### src/rtl/adc_seq_pkg.sv
// adc_sequencer shared types
// State encoding and conversion-length helper
package adc_seq_pkg;

  typedef enum logic [2:0] {
    IDLE   = 3'd0,
    INIT   = 3'd1,
    SAMP   = 3'd2,
    COMP   = 3'd3,
    UPDATE = 3'd4
  } state_e;

  // busy cycles of one conversion: init + window + bit pairs
  function automatic int CONV_CYCLES(input int nbits,
                                     input int s);
    return 1 + s + 2 * nbits;
  endfunction

endpackage

### src/rtl/adc_sequencer.sv
// adc_sequencer: SAR ADC conversion strobe generator
// All strobes, busy, done and bit_idx are flop outputs
module adc_sequencer
  import adc_seq_pkg::*;
#(
  parameter int NBITS  = 16,
  parameter int SAMP_W = 4,
  parameter int IDX_W  = $clog2(NBITS)
) (
  input  logic              clk,
  input  logic              rst,
  input  logic              start,
  input  logic              cont,
  input  logic              abort,
  input  logic [SAMP_W-1:0] samp_len,
  output logic              seq_init,
  output logic              seq_samp,
  output logic              seq_comp,
  output logic              seq_update,
  output logic              busy,
  output logic              done,
  output logic [IDX_W-1:0]  bit_idx
);

  state_e             state_q, state_d;
  logic [SAMP_W-1:0]  scnt_q, scnt_d;
  logic [IDX_W-1:0]   bit_q, bit_d;
  logic               done_q, done_d;
  logic               init_q, samp_q;
  logic               comp_q, upd_q, busy_q;

  // next state, down-counters and completion pulse
  always_comb begin
    state_d = state_q;
    scnt_d  = scnt_q;
    bit_d   = bit_q;
    done_d  = 1'b0;
    if (abort) begin
      state_d = IDLE;
      bit_d   = '0;
    end else begin
      unique case (state_q)
        IDLE: begin
          // the done cycle doubles as a start slot in cont mode
          if (start || (cont && done_q)) begin
            state_d = INIT;
            scnt_d  = (samp_len == '0) ? SAMP_W'(1)
                                       : samp_len;
          end
        end
        INIT: state_d = SAMP;
        SAMP: begin
          if (scnt_q <= SAMP_W'(1)) begin
            state_d = COMP;
            bit_d   = IDX_W'(NBITS - 1);
          end else begin
            scnt_d = scnt_q - SAMP_W'(1);
          end
        end
        COMP: state_d = UPDATE;
        UPDATE: begin
          if (bit_q != '0) begin
            bit_d   = bit_q - IDX_W'(1);
            state_d = COMP;
          end else begin
            state_d = IDLE;
            done_d  = 1'b1;
          end
        end
        default: begin
          state_d = IDLE;
          bit_d   = '0;
        end
      endcase
    end
  end

  // state and registered outputs decoded from next state
  always_ff @(posedge clk) begin
    if (rst) begin
      state_q <= IDLE;
      scnt_q  <= '0;
      bit_q   <= '0;
      done_q  <= 1'b0;
      init_q  <= 1'b0;
      samp_q  <= 1'b0;
      comp_q  <= 1'b0;
      upd_q   <= 1'b0;
      busy_q  <= 1'b0;
    end else begin
      state_q <= state_d;
      scnt_q  <= scnt_d;
      bit_q   <= bit_d;
      done_q  <= done_d;
      init_q  <= (state_d == INIT);
      samp_q  <= (state_d == SAMP);
      comp_q  <= (state_d == COMP);
      upd_q   <= (state_d == UPDATE);
      busy_q  <= (state_d != IDLE);
    end
  end

  assign seq_init   = init_q;
  assign seq_samp   = samp_q;
  assign seq_comp   = comp_q;
  assign seq_update = upd_q;
  assign busy       = busy_q;
  assign done       = done_q;
  assign bit_idx    = bit_q;

endmodule

### config.mk
export PLATFORM = sky130hd
export DESIGN_NAME = adc_sequencer
export DESIGN_NICKNAME = d
export VERILOG_FILES = /design/src/rtl/adc_seq_pkg.sv /design/src/rtl/adc_sequencer.sv
export SDC_FILE = /design/constraint.sdc
export NUM_CORES = 1
export LEC_CHECK = 0
export ABC_AREA = 1
export CORE_UTILIZATION = 56
export CTS_BUF_LIST = sky130_fd_sc_hd__clkbuf_4 sky130_fd_sc_hd__clkbuf_8
export CTS_CLUSTER_SIZE = 25
export DETAILED_ROUTE_END_ITERATION = 6
export PLACE_DENSITY = 0.87
export SYNTH_ARGS = -nofsm -noshare
export SYNTH_HDL_FRONTEND = slang
export SYNTH_SLANG_ARGS = --single-unit
### constraint.sdc
create_clock -name clk -period 2.1 [get_ports clk]
set_input_delay 0.21 -clock clk [delete_from_list [all_inputs] [get_ports clk]]
set_output_delay 0.21 -clock clk [all_outputs]
set_load 0.05 [all_outputs]
==> results of run 1 <==
## registers in the layout, summed over array words and instances (netlist names)
name / cells
seq_samp: 1
busy: 1
bit_idx: 4
seq_update: 1
scnt_q: 4
state_q: 3
seq_comp: 1
done: 1
seq_init: 1
## layout make-up
type	instances	area share
multi-input cells	110	0.4625
well taps	16	0.01667
inverters	20	0.06250
flip-flops and latches	17	0.2833
repair buffers	18	0.1500
clock buffers	4	0.02500
## synth_stat cells, drive strengths merged
library cell,number,area (µm²)
a21oi,3,15.01
dfxtp,17,340.3
ha,4,50.05
inv,20,75.07
nand2,45,183.9
nand3,12,100.1
nand4,1,6.260
nor2,35,146.4
nor3,1,5.000
o21ai,8,40.03
xnor2,1,8.760
## power by group
part           internal [mW]  switching [mW]
sequential             0.334         0.00824
combinational         0.0503          0.0803
clock                 0.0867          0.0994
## final timing paths
kind,from,endpoint,slack [ps],cells past startpoint
setup / recovery,bit_idx[2],bit_idx[2],380,1
hold / removal,rst,seq_update,540,2
setup reg to reg,scnt_q[0],busy,740,8
hold reg to reg,scnt_q[3],scnt_q[3],590,4
## cell families after synthesis
logic type / count (synthesis)
fa+ha+maj: 4
buf+inv: 20
xor+xnor: 1
simple gates: 94
compound gates: 11
flops: 17
## layout by cell type (no fill, tap or decap)
cell type | Yosys | routed
sky130_fd_sc_hd__nand2_1 | 39 | 39
sky130_fd_sc_hd__nor2_1 | 31 | 31
sky130_fd_sc_hd__clkdlybuf4s50_1 | 0 | 18
sky130_fd_sc_hd__inv_1 | 17 | 17
sky130_fd_sc_hd__dfxtp_1 | 17 | 17
sky130_fd_sc_hd__nand3_1 | 7 | 7
sky130_fd_sc_hd__o21ai_0 | 7 | 7
sky130_fd_sc_hd__nand2_2 | 6 | 6
sky130_fd_sc_hd__ha_1 | 4 | 4
sky130_fd_sc_hd__clkbuf_4 | 0 | 4
sky130_fd_sc_hd__a21oi_1 | 3 | 3
sky130_fd_sc_hd__inv_2 | 3 | 3
sky130_fd_sc_hd__nor2_2 | 3 | 3
sky130_fd_sc_hd__nand3_2 | 3 | 3
sky130_fd_sc_hd__nand3_4 | 2 | 2
sky130_fd_sc_hd__nor2_4 | 1 | 1
sky130_fd_sc_hd__nand4_1 | 1 | 1
sky130_fd_sc_hd__o21ai_1 | 1 | 1
sky130_fd_sc_hd__xnor2_1 | 1 | 1
sky130_fd_sc_hd__nor3_1 | 1 | 1
## stage by stage
| step | util | cell area [µm²] |
|---|---|---|
| after floorplan | - | 970.9 |
| final | 0.7705 | 1201 |
| after global routing | 0.7705 | 1201 |
| after detailed placement | 0.7512 | 1171 |
| after CTS | 0.7705 | 1201 |
| after global placement | 0.7512 | 1171 |
## metal layers
metal	GRT usage	vias up	wire, µm
met4	0.07500	0	27
met1	0.3490	416	944
met3	0.04167	5	118
met5	0	-	0
li1	-	497	-
met2	0.4060	30	1003
==> impl_results.md, run 1 <==
- Placed insts: 181
- Number of buffer and inverter stages on the critical path: 1
- Number of standard cells in the final layout excluding fillers: 185
- Number of nets in the layout: 183
- Post-synthesis simple-gate area fraction: 0.4549
- Final critical path time including I/O delays and setup: 1718 ps
- Final clock skew: 7.192 ps
- Clock tree from TritonCTS: done
- Area of the multi-input gates: 555.5 µm²
- CP Cell Sequence: clkdlybuf4s50_1
- Maximum number of pins on one net before global-route repair: 10
- Area added between synthesis and finish: 23.71%
- Worst slack after detailed placement: 698.7 ps
- Hold violation count in the final report: 0
- Via Count: 948
- Average via count per standard cell: 5.124
- Post-synthesis instance area: 970.9 µm²
- Final Max Slew Viols: 0
- Maximum buffer depth of the clock tree: 2
- Slack of the critical path: 381.9 ps
- Count of state elements after synthesis: 17
- Critical-path maximum fanout: 4
- Actual slew at the worst max-slew pin: 505.4 ps
- Maximum frequency from static timing analysis: 582.0 MHz
- Standby leakage power: 0.6139 nW
- Outcome: finished, violations left
- Total power divided by cell area: 548.3 mW/mm²
- TritonRoute pass-1 iters: 6
- Global-route wire length before repair: 3.539 mm
- Total of endpoints with negative setup slack in the final report: 0
- Worst hold path type: in2reg
- Share of the synthesized area in compound gates (AO/OA/AOI/OAI): 0.05670
- Arrival time reported for the critical path endpoint: 1510 ps
- Input/output buffers: 18
- Mapped Nets: 160
- Share of synthesized area spent on multiplexers: 0
- IO Pins: 19
- Resized Gates After CTS: 0
- Number of hold buffers added after cts: 0
- Total negative slack for setup checks: 0 ps
- Dominant combinational cell family by area after synthesis: simple AND/OR/NAND/NOR gates
- Gate family responsible for the most delay along the worst path: buffers and inverters
- Fillcell total: 117
- Die extent in y: 43.64 µm
- Worst Path Required: 1890 ps
- # clock sinks: 17
- Initial Util: 0.6228
- Gp weighted congestion: 0.8179
- Slew margin rel.: 0.6620
- Total clock buffers created by CTS: 3
- Post-Route WL: 2.093 mm
- Postcts setup bufs: 0
- Average cell area after synthesis: 6.605 µm²
- RSZ-0062 raised after global routing: no
- Kind of start point of the critical path: register
- Final ANT Viol Nets: 0
- Violations in the final reports: design-rule violations
- # H-tree levels: 1
- Portion of the clock cycle consumed by the worst path in the final layout: 0.8182
- First DRT Iteration DRCs: 42
- Total inserted antenna cells: 0
- Critical Path Slowest Stage Cell: sky130_fd_sc_hd__clkdlybuf4s50_1
- Post-detailed-route wirelength per cell: 11.31 µm
- Worst Path Class, Setup: reg2out
- DIE AREA: 0.001904 mm²
- GRT overflow: 0
- Post-synthesis adder-cell area fraction: 0.05155
- VDD IR max: 0.4446 mV
- Max-cap violations: 0
- Biggest cell delay along the critical path: 820 ps
- Clock root buffer: sky130_fd_sc_hd__clkbuf_4
- Total core area: 0.001559 mm²
- Ratio of cells with drive above 1 in the final layout: 0.1302
- Via count of the first global-routing pass: 828
- Clock transition time at the flip-flop clock pins of the worst setup and hold paths: 100 ps
- Storage element area: 340.3 µm²
- Total power after layout: 658.6 µW
- Detailed placer's ending HPWL: 1.607 mm
- GRT Overall Usage: 0.2530
- Sequential area share after synthesis: 0.3505
- Gate Count Post-Synth: 147
- Floorplan die width: 43.64 µm
- DRC Markers: 1
- Rows: 14
- Post-synthesis share of cell area spent on xor and xnor gates: 0.009021
- Worst setup EP type: output port
- Antenna violations before repair: 0
- Skew-Pair Late Insertion Delay: 290 ps
- Count of yosys warnings during synthesis: 0
- Final hold slack: 543.6 ps
- Distinct cell type count of the synthesized netlist: 18
(Power assumes the default switching activity.)
==> inputs of run 2 (changes only) <==
- CORE_UTILIZATION: 56 -> 52
- PLACE_DENSITY: 0.87 -> 0.82
- clock period: 2.1 -> 1.6 ns (I/O delays scaled with it)
==> run 2 against run 1 <==
Against the previous run:
- the run now ends clean
- first-iteration DRC count is 52% lower
- flip-flop and latch count stayed put
- sequential share of layout area is 0.10 points higher
- core utilization is 8.2 points lower
- cell count is 4.9% higher
- clock power is 28% higher
- critical path type is now reg2reg
==> impl_results.md, run 2 (same netlist as run 1, synthesis figures left out) <==
- Post-route cell area: 0.001201 mm² (unchanged)
- Slew margin rel.: 0.6670 (+0.004966)
- Arrival time reported for the critical path endpoint: 1560 ps (+50 ps)
- Actual slew at the worst max-slew pin: 498.7 ps (-6.681 ps)
- Input/output buffers: 18 (unchanged)
- Worst setup EP type: register
- Floorplan die width: 45.21 µm (+3.6%)
- Sink of the worst hold path: seq_update
- Global-route wire length before repair: 3.305 mm (-6.6%)
- Slack of the critical path: 277.1 ps (-104.7 ps)
- Worst Path Required: 1840 ps (-50 ps)
- Detailed placer's ending HPWL: 1.501 mm (-6.6%)
- Post-detailed-route wirelength per cell: 9.933 µm (-12%)
- Number of hold buffers added after cts: 0 (unchanged)
- GRT overflow: 0 (unchanged)
- Instance area after placement: 0.001166 mm² (-0.43%)
- Gp weighted congestion: 0.8608 (+5.2%)
- Most common cell after layout, fill and taps aside: sky130_fd_sc_hd__nand2_1
- Clock root buffer: sky130_fd_sc_hd__clkbuf_4
- Via Count: 923 (-2.6%)
- Reg-to-Reg Start: scnt_q[0]
- Number of standard cells in the final layout excluding fillers: 194 (+4.9%)
- Met1 wire length: 921 µm (-2.4%)
- Startpoint of the lowest-slack hold path: rst
- Total of endpoints with negative setup slack in the final report: 0 (unchanged)
- Clock tree from TritonCTS: done
- Worst Hold Depth: 2 (unchanged)
- Worst slack after detailed placement: 275.8 ps (-422.8 ps)
- Die extent in y: 45.21 µm (+3.6%)
- Fillcell total: 160 (+37%)
- Placed insts: 190 (+5.0%)
- # H-tree levels: 1 (unchanged)
- DIE AREA: 0.002044 mm² (+7.3%)
- Met3 Wirelength: 54 µm (-54%)
- Standby leakage power: 0.6792 nW (+11%)
- Portion of the clock cycle consumed by the worst path in the final layout: 0.8268
- Worst hold path type: in2reg
- Rows: 15 (+1)
- Final Max Slew Viols: 0 (unchanged)
- Maximum frequency from static timing analysis: 755.9 MHz
- VDD IR max: 0.5795 mV (+30%)
- Total power divided by cell area: 711.8 mW/mm² (+30%)
- First DRT Iteration DRCs: 20 (-52%)
- Ratio of cells with drive above 1 in the final layout: 0.1775 (+0.04734)
- Final hold slack: 478.2 ps (-65.41 ps)
- Detail Route met2 WL: 925 µm (-7.8%)
- Setup slack of the most critical reg-to-reg path: 280 ps (-460 ps)
- Total core area: 0.001745 mm² (+12%)
- TritonRoute pass-1 iters: 5 (-1)
- DRC Markers: 0 (-1)
- Highest routed metal layer: met4
- # clock sinks: 17 (unchanged)
- Average via count per standard cell: 4.758 (-7.2%)
- Leading cell types in the layout, fill and taps excluded: sky130_fd_sc_hd__nand2_1, sky130_fd_sc_hd__nor2_1, sky130_fd_sc_hd__inv_1, sky130_fd_sc_hd__dfxtp_1, sky130_fd_sc_hd__clkdlybuf4s50_1
- Via count of the first global-routing pass: 790 (-4.6%)
- Outcome: completed
- IO Pins: 19 (unchanged)
- RSZ-0062 raised after global routing: no
- Area added between synthesis and finish: 23.71% (unchanged)
- Number of nets in the layout: 183 (unchanged)
- Skew-Pair Late Insertion Delay: 300 ps (about the same)
- Maximum number of pins on one net before global-route repair: 11 (+1)
- Hold violation count in the final report: 0 (unchanged)
- Post-Route WL: 1.927 mm (-7.9%)
- Final clock skew: 8.628 ps (+1.436 ps)
- R2r worst-path depth: 9 (+1)
- Critical-path maximum fanout: 8 (+4)
- Final ANT Viol Nets: 0 (unchanged)
- Core utilization of the finished layout: 0.6882 (-0.08229)
- Total clock buffers created by CTS: 3 (unchanged)
- Total negative slack for setup checks: 0 ps (unchanged)
- Total inserted antenna cells: 0 (unchanged)
- Maximum buffer depth of the clock tree: 2 (unchanged)
- Max-cap violations: 0 (unchanged)
- Clock transition time at the flip-flop clock pins of the worst setup and hold paths: 100 ps (about the same)
- Total power after layout: 855.0 µW (+30%)
- Reg-to-reg endpoint: scnt_q[0]
- Initial Util: 0.5563 (-0.06652)
- Kind of start point of the critical path: register
- GRT Overall Usage: 0.2240 (-0.02905)
- Antenna violations before repair: 0 (unchanged)
- Worst Path Class, Setup: reg2reg
- Final critical path time including I/O delays and setup: 1323 ps
[run 2: routing by layer]
metal,vias to the layer above,GRT usage
li1,500,-
met1,408,0.3005
met2,13,0.3652
met3,2,0.02400
met4,0,0.09091
met5,-,0
[run 2: power by group]
group          leakage, nW  internal (mW)  total [mW]  switching [mW]
Sequential           0.139          0.438       0.448          0.0104
Clock               0.0177         0.0933       0.238           0.145
Combinational        0.523         0.0656       0.168           0.103
[run 2: what timing repair did]
action	CTS	global route
buffers inserted	0	0
endpoints found under the hold margin	0	0
gates resized for setup	0	3
setup endpoints to repair	0	3
[run 2: worst max-delay path by stage]
stage          startpoint    endpoint  slack [ps]  cells past startpoint
4_1_cts          seq_init    seq_init          10                      1
3_5_place_dp        abort        busy         280                      6
5_1_grt         scnt_q[0]   scnt_q[0]          80                      9
3_3_place_gp        abort        busy         280                      6
6_report        scnt_q[0]   scnt_q[0]         280                      9
2_1_floorplan  bit_idx[1]  bit_idx[0]           5                      8
[run 2: critical path, stage by stage, from the launching register on]
cell,delay (ps)
sky130_fd_sc_hd__dfxtp_1,350
sky130_fd_sc_hd__inv_1,90
sky130_fd_sc_hd__ha_1,230
sky130_fd_sc_hd__nor2_1,110
sky130_fd_sc_hd__nor2_1,60
sky130_fd_sc_hd__nand2_2,80
sky130_fd_sc_hd__nand3_4,110
sky130_fd_sc_hd__nand2_1,80
sky130_fd_sc_hd__nand2_1,40
sky130_fd_sc_hd__nor2_1,100
[run 2: layout make-up]
class	count	area [µm²]	area share
Tap cell	25	31.28	0.02604
Sequential cell	17	341.6	0.2844
Multi-Input combinational cell	110	555.5	0.4625
Clock inverter	1	5.005	0.004167
Inverter	20	75.07	0.06250
Timing Repair Buffer	18	170.2	0.1417
Clock buffer	3	22.52	0.01875
==> inputs of run 3 (changes only) <==
- CORE_UTILIZATION: 52 -> 47
- PLACE_DENSITY: 0.82 -> 0.79
- clock period: 1.6 -> 1.1 ns (I/O delays scaled with it)
==> run 3 against run 2 <==
Against the previous run:
- the run now ends with negative setup slack left
- clock skew is 2.1 ps lower
- fmax shrank 1.5%
- flip-flop and latch count unchanged
- global-route usage rose by 0.21 points
- register-to-register slack worse by 520 ps
- die area rose by 10%
- sequential share of layout area shrank 7.0 points
- hold slack worse by 4.9 ps
- setup slack worse by 520 ps
- largest cell class unchanged
- clock-buffer cell count increased by 1
- wire length grew 60%
==> impl_results.md, run 3 (same netlist as run 1, synthesis figures left out) <==
- Clock transition time at the flip-flop clock pins of the worst setup and hold paths: 110 ps (about the same)
- Total clock buffers created by CTS: 3 (unchanged)
- GRT overflow: 0 (unchanged)
- Max-cap violations: 0 (unchanged)
- Kind of start point of the critical path: register
- Maximum frequency from static timing analysis: 744.9 MHz (-1.5%)
- Sink of the worst hold path: done
- Slew margin rel.: 0.7544 (+0.08740)
- Ratio of cells with drive above 1 in the final layout: 0.4767 (+0.2992)
- Standby leakage power: 0.8203 nW (+21%)
- Total of endpoints with negative setup slack in the final report: 15 (+15)
- Worst Hold Depth: 2 (unchanged)
- Startpoint of the lowest-slack hold path: abort
- Final critical path time including I/O delays and setup: 1342 ps (+19.52 ps)
- Core utilization of the finished layout: 0.8653 (+0.1772)
- DIE AREA: 0.002252 mm² (+10%)
- Reg-to-Reg Start: state_q[0]
- Global-route wire length before repair: 3.491 mm (+5.6%)
- Worst slack after detailed placement: -156.2 ps (-432.1 ps)
- Hold violation count in the final report: 0 (unchanged)
- Instance area after placement: 0.001466 mm² (+26%)
- Floorplan die width: 47.45 µm (+5.0%)
- Final Max Slew Viols: 0 (unchanged)
- Gate family responsible for the most delay along the worst path: simple AND/OR/NAND/NOR gates
- Worst Path Class, Setup: reg2reg
- Total core area: 0.001942 mm² (+11%)
- Post-route cell area: 0.001680 mm² (+40%)
- Detailed placer's ending HPWL: 1.904 mm (+27%)
- DRC Markers: 0 (unchanged)
- Input/output buffers: 18 (unchanged)
- Placed insts: 210 (+11%)
- Total inserted antenna cells: 0 (unchanged)
- Worst hold path type: in2reg
- Final ANT Viol Nets: 0 (unchanged)
- Critical-path maximum fanout: 4 (-4)
- Reg-to-reg endpoint: busy
- Post-detailed-route wirelength per cell: 14.04 µm (+41%)
- Die extent in y: 47.45 µm (+5.0%)
- Post-Route WL: 3.088 mm (+60%)
- Slack of the critical path: -242.4 ps (-519.5 ps)
- Setup slack of the most critical reg-to-reg path: -240 ps (-520 ps)
- Critical Path Slowest Stage Cell: sky130_fd_sc_hd__dfxtp_4
- Area added between synthesis and finish: 73.07%
- Skew-Pair Late Insertion Delay: 300 ps (about the same)
- R2r worst-path depth: 7 (-2)
- CP Cell Sequence: inv_4 -> nand2_2 -> nor2_1 -> nand2_1 -> nand3_4 -> nand3_4 -> nand2_1
- Via count of the first global-routing pass: 845 (+7.0%)
- Gp weighted congestion: 0.8580 (-0.33%)
- RSZ-0062 raised after global routing: yes
- Final hold slack: 473.3 ps (-4.910 ps)
- # clock sinks: 17 (unchanged)
- Number of hold buffers added after cts: 0 (unchanged)
- Initial Util: 0.5000 (-0.05627)
- TritonRoute pass-1 iters: 4 (-1)
- Number of buffer and inverter stages on the critical path: 1 (unchanged)
- Portion of the clock cycle consumed by the worst path in the final layout: 1.220 (+0.3936)
- VDD IR max: 0.9858 mV (+70%)
- Arrival time reported for the critical path endpoint: 1590 ps (+30 ps)
- Worst Path Required: 1350 ps (-490 ps)
- Via Count: 1111 (+20%)
- Clock root buffer: sky130_fd_sc_hd__clkbuf_4
- Final clock skew: 6.553 ps (-2.076 ps)
- Worst setup EP type: register
- Average via count per standard cell: 5.050 (+6.1%)
- Number of standard cells in the final layout excluding fillers: 220 (+13%)
- Total negative slack for setup checks: -2760 ps (-2760 ps)
- Antenna violations before repair: 0 (unchanged)
- Outcome: finished, violations left
- Total power divided by cell area: 847.2 mW/mm² (+19%)
- Leading cell types in the layout, fill and taps excluded: sky130_fd_sc_hd__nand2_1, sky130_fd_sc_hd__nor2_1, sky130_fd_sc_hd__buf_4, sky130_fd_sc_hd__nand2_2
- Violations in the final reports: negative setup slack
- Maximum number of pins on one net before global-route repair: 10 (-1)
- GRT Overall Usage: 0.2261 (+0.002080)
- Maximum buffer depth of the clock tree: 2 (unchanged)
- Total power after layout: 1.424 mW (+66%)
- Rows: 16 (+1)
- Most common cell after layout, fill and taps aside: sky130_fd_sc_hd__nand2_1
- First DRT Iteration DRCs: 33 (+65%)
- Biggest cell delay along the critical path: 390 ps (+40 ps)
- Actual slew at the worst max-slew pin: 367.1 ps (-131.6 ps)
- Number of nets in the layout: 207 (+13%)
- # H-tree levels: 1 (unchanged)
- Fillcell total: 93 (-42%)
- IO Pins: 19 (unchanged)
- Clock tree from TritonCTS: done
## run 3: worst max path at each step
stage                     depth (start not counted)  slack (ps)  startpoint    endpoint
after floorplan                                   9        -130  bit_idx[0]  bit_idx[2]
after global placement                            7        -110        cont        busy
after detailed placement                          7        -160        cont        busy
after CTS                                         8        -140   scnt_q[1]        busy
after global routing                              7        -280  bit_idx[0]  bit_idx[2]
final                                             7        -240  state_q[0]        busy
## run 3: cell type report
type | instances | area (µm²) | area share
Clock buffer | 4 | 30.03 | 0.01787
Inverter | 20 | 92.59 | 0.05510
Tap cell | 27 | 33.78 | 0.02010
Sequential cell | 17 | 360.3 | 0.2144
Multi-Input combinational cell | 110 | 695.7 | 0.4140
Timing Repair Buffer | 42 | 467.9 | 0.2785
## run 3: layer usage
metal  share of wire  track usage  up-vias  wire length (µm)
met1            0.41       0.2751      520              1256
met3           0.029      0.06415        6                91
met2            0.55       0.3918       31              1687
met4           0.017      0.05714        0                52
met5               0            0        -                 0
li1                -            -      554                 -
## run 3: what timing repair did
item | 4_1_cts | 5_1_grt
pin swaps | 1 | 9
gates resized for setup | 3 | 38
buffers inserted | 3 | 3
setup endpoints to repair | 14 | 15
## run 3: power by group
part           internal, mW  switching, mW
Sequential            0.633         0.0237
Clock                 0.166          0.222
Combinational         0.172          0.206
Total                 0.972          0.452
## run 3: worst reg2reg max path, cell delays in order, from the launching register on
cell and delay (ps):
sky130_fd_sc_hd__dfxtp_4 390, sky130_fd_sc_hd__inv_4 70, sky130_fd_sc_hd__nand2_2 90, sky130_fd_sc_hd__nor2_1 250, sky130_fd_sc_hd__nand2_1 150, sky130_fd_sc_hd__nand3_4 130
sky130_fd_sc_hd__nand3_4 100, sky130_fd_sc_hd__nand2_1 100
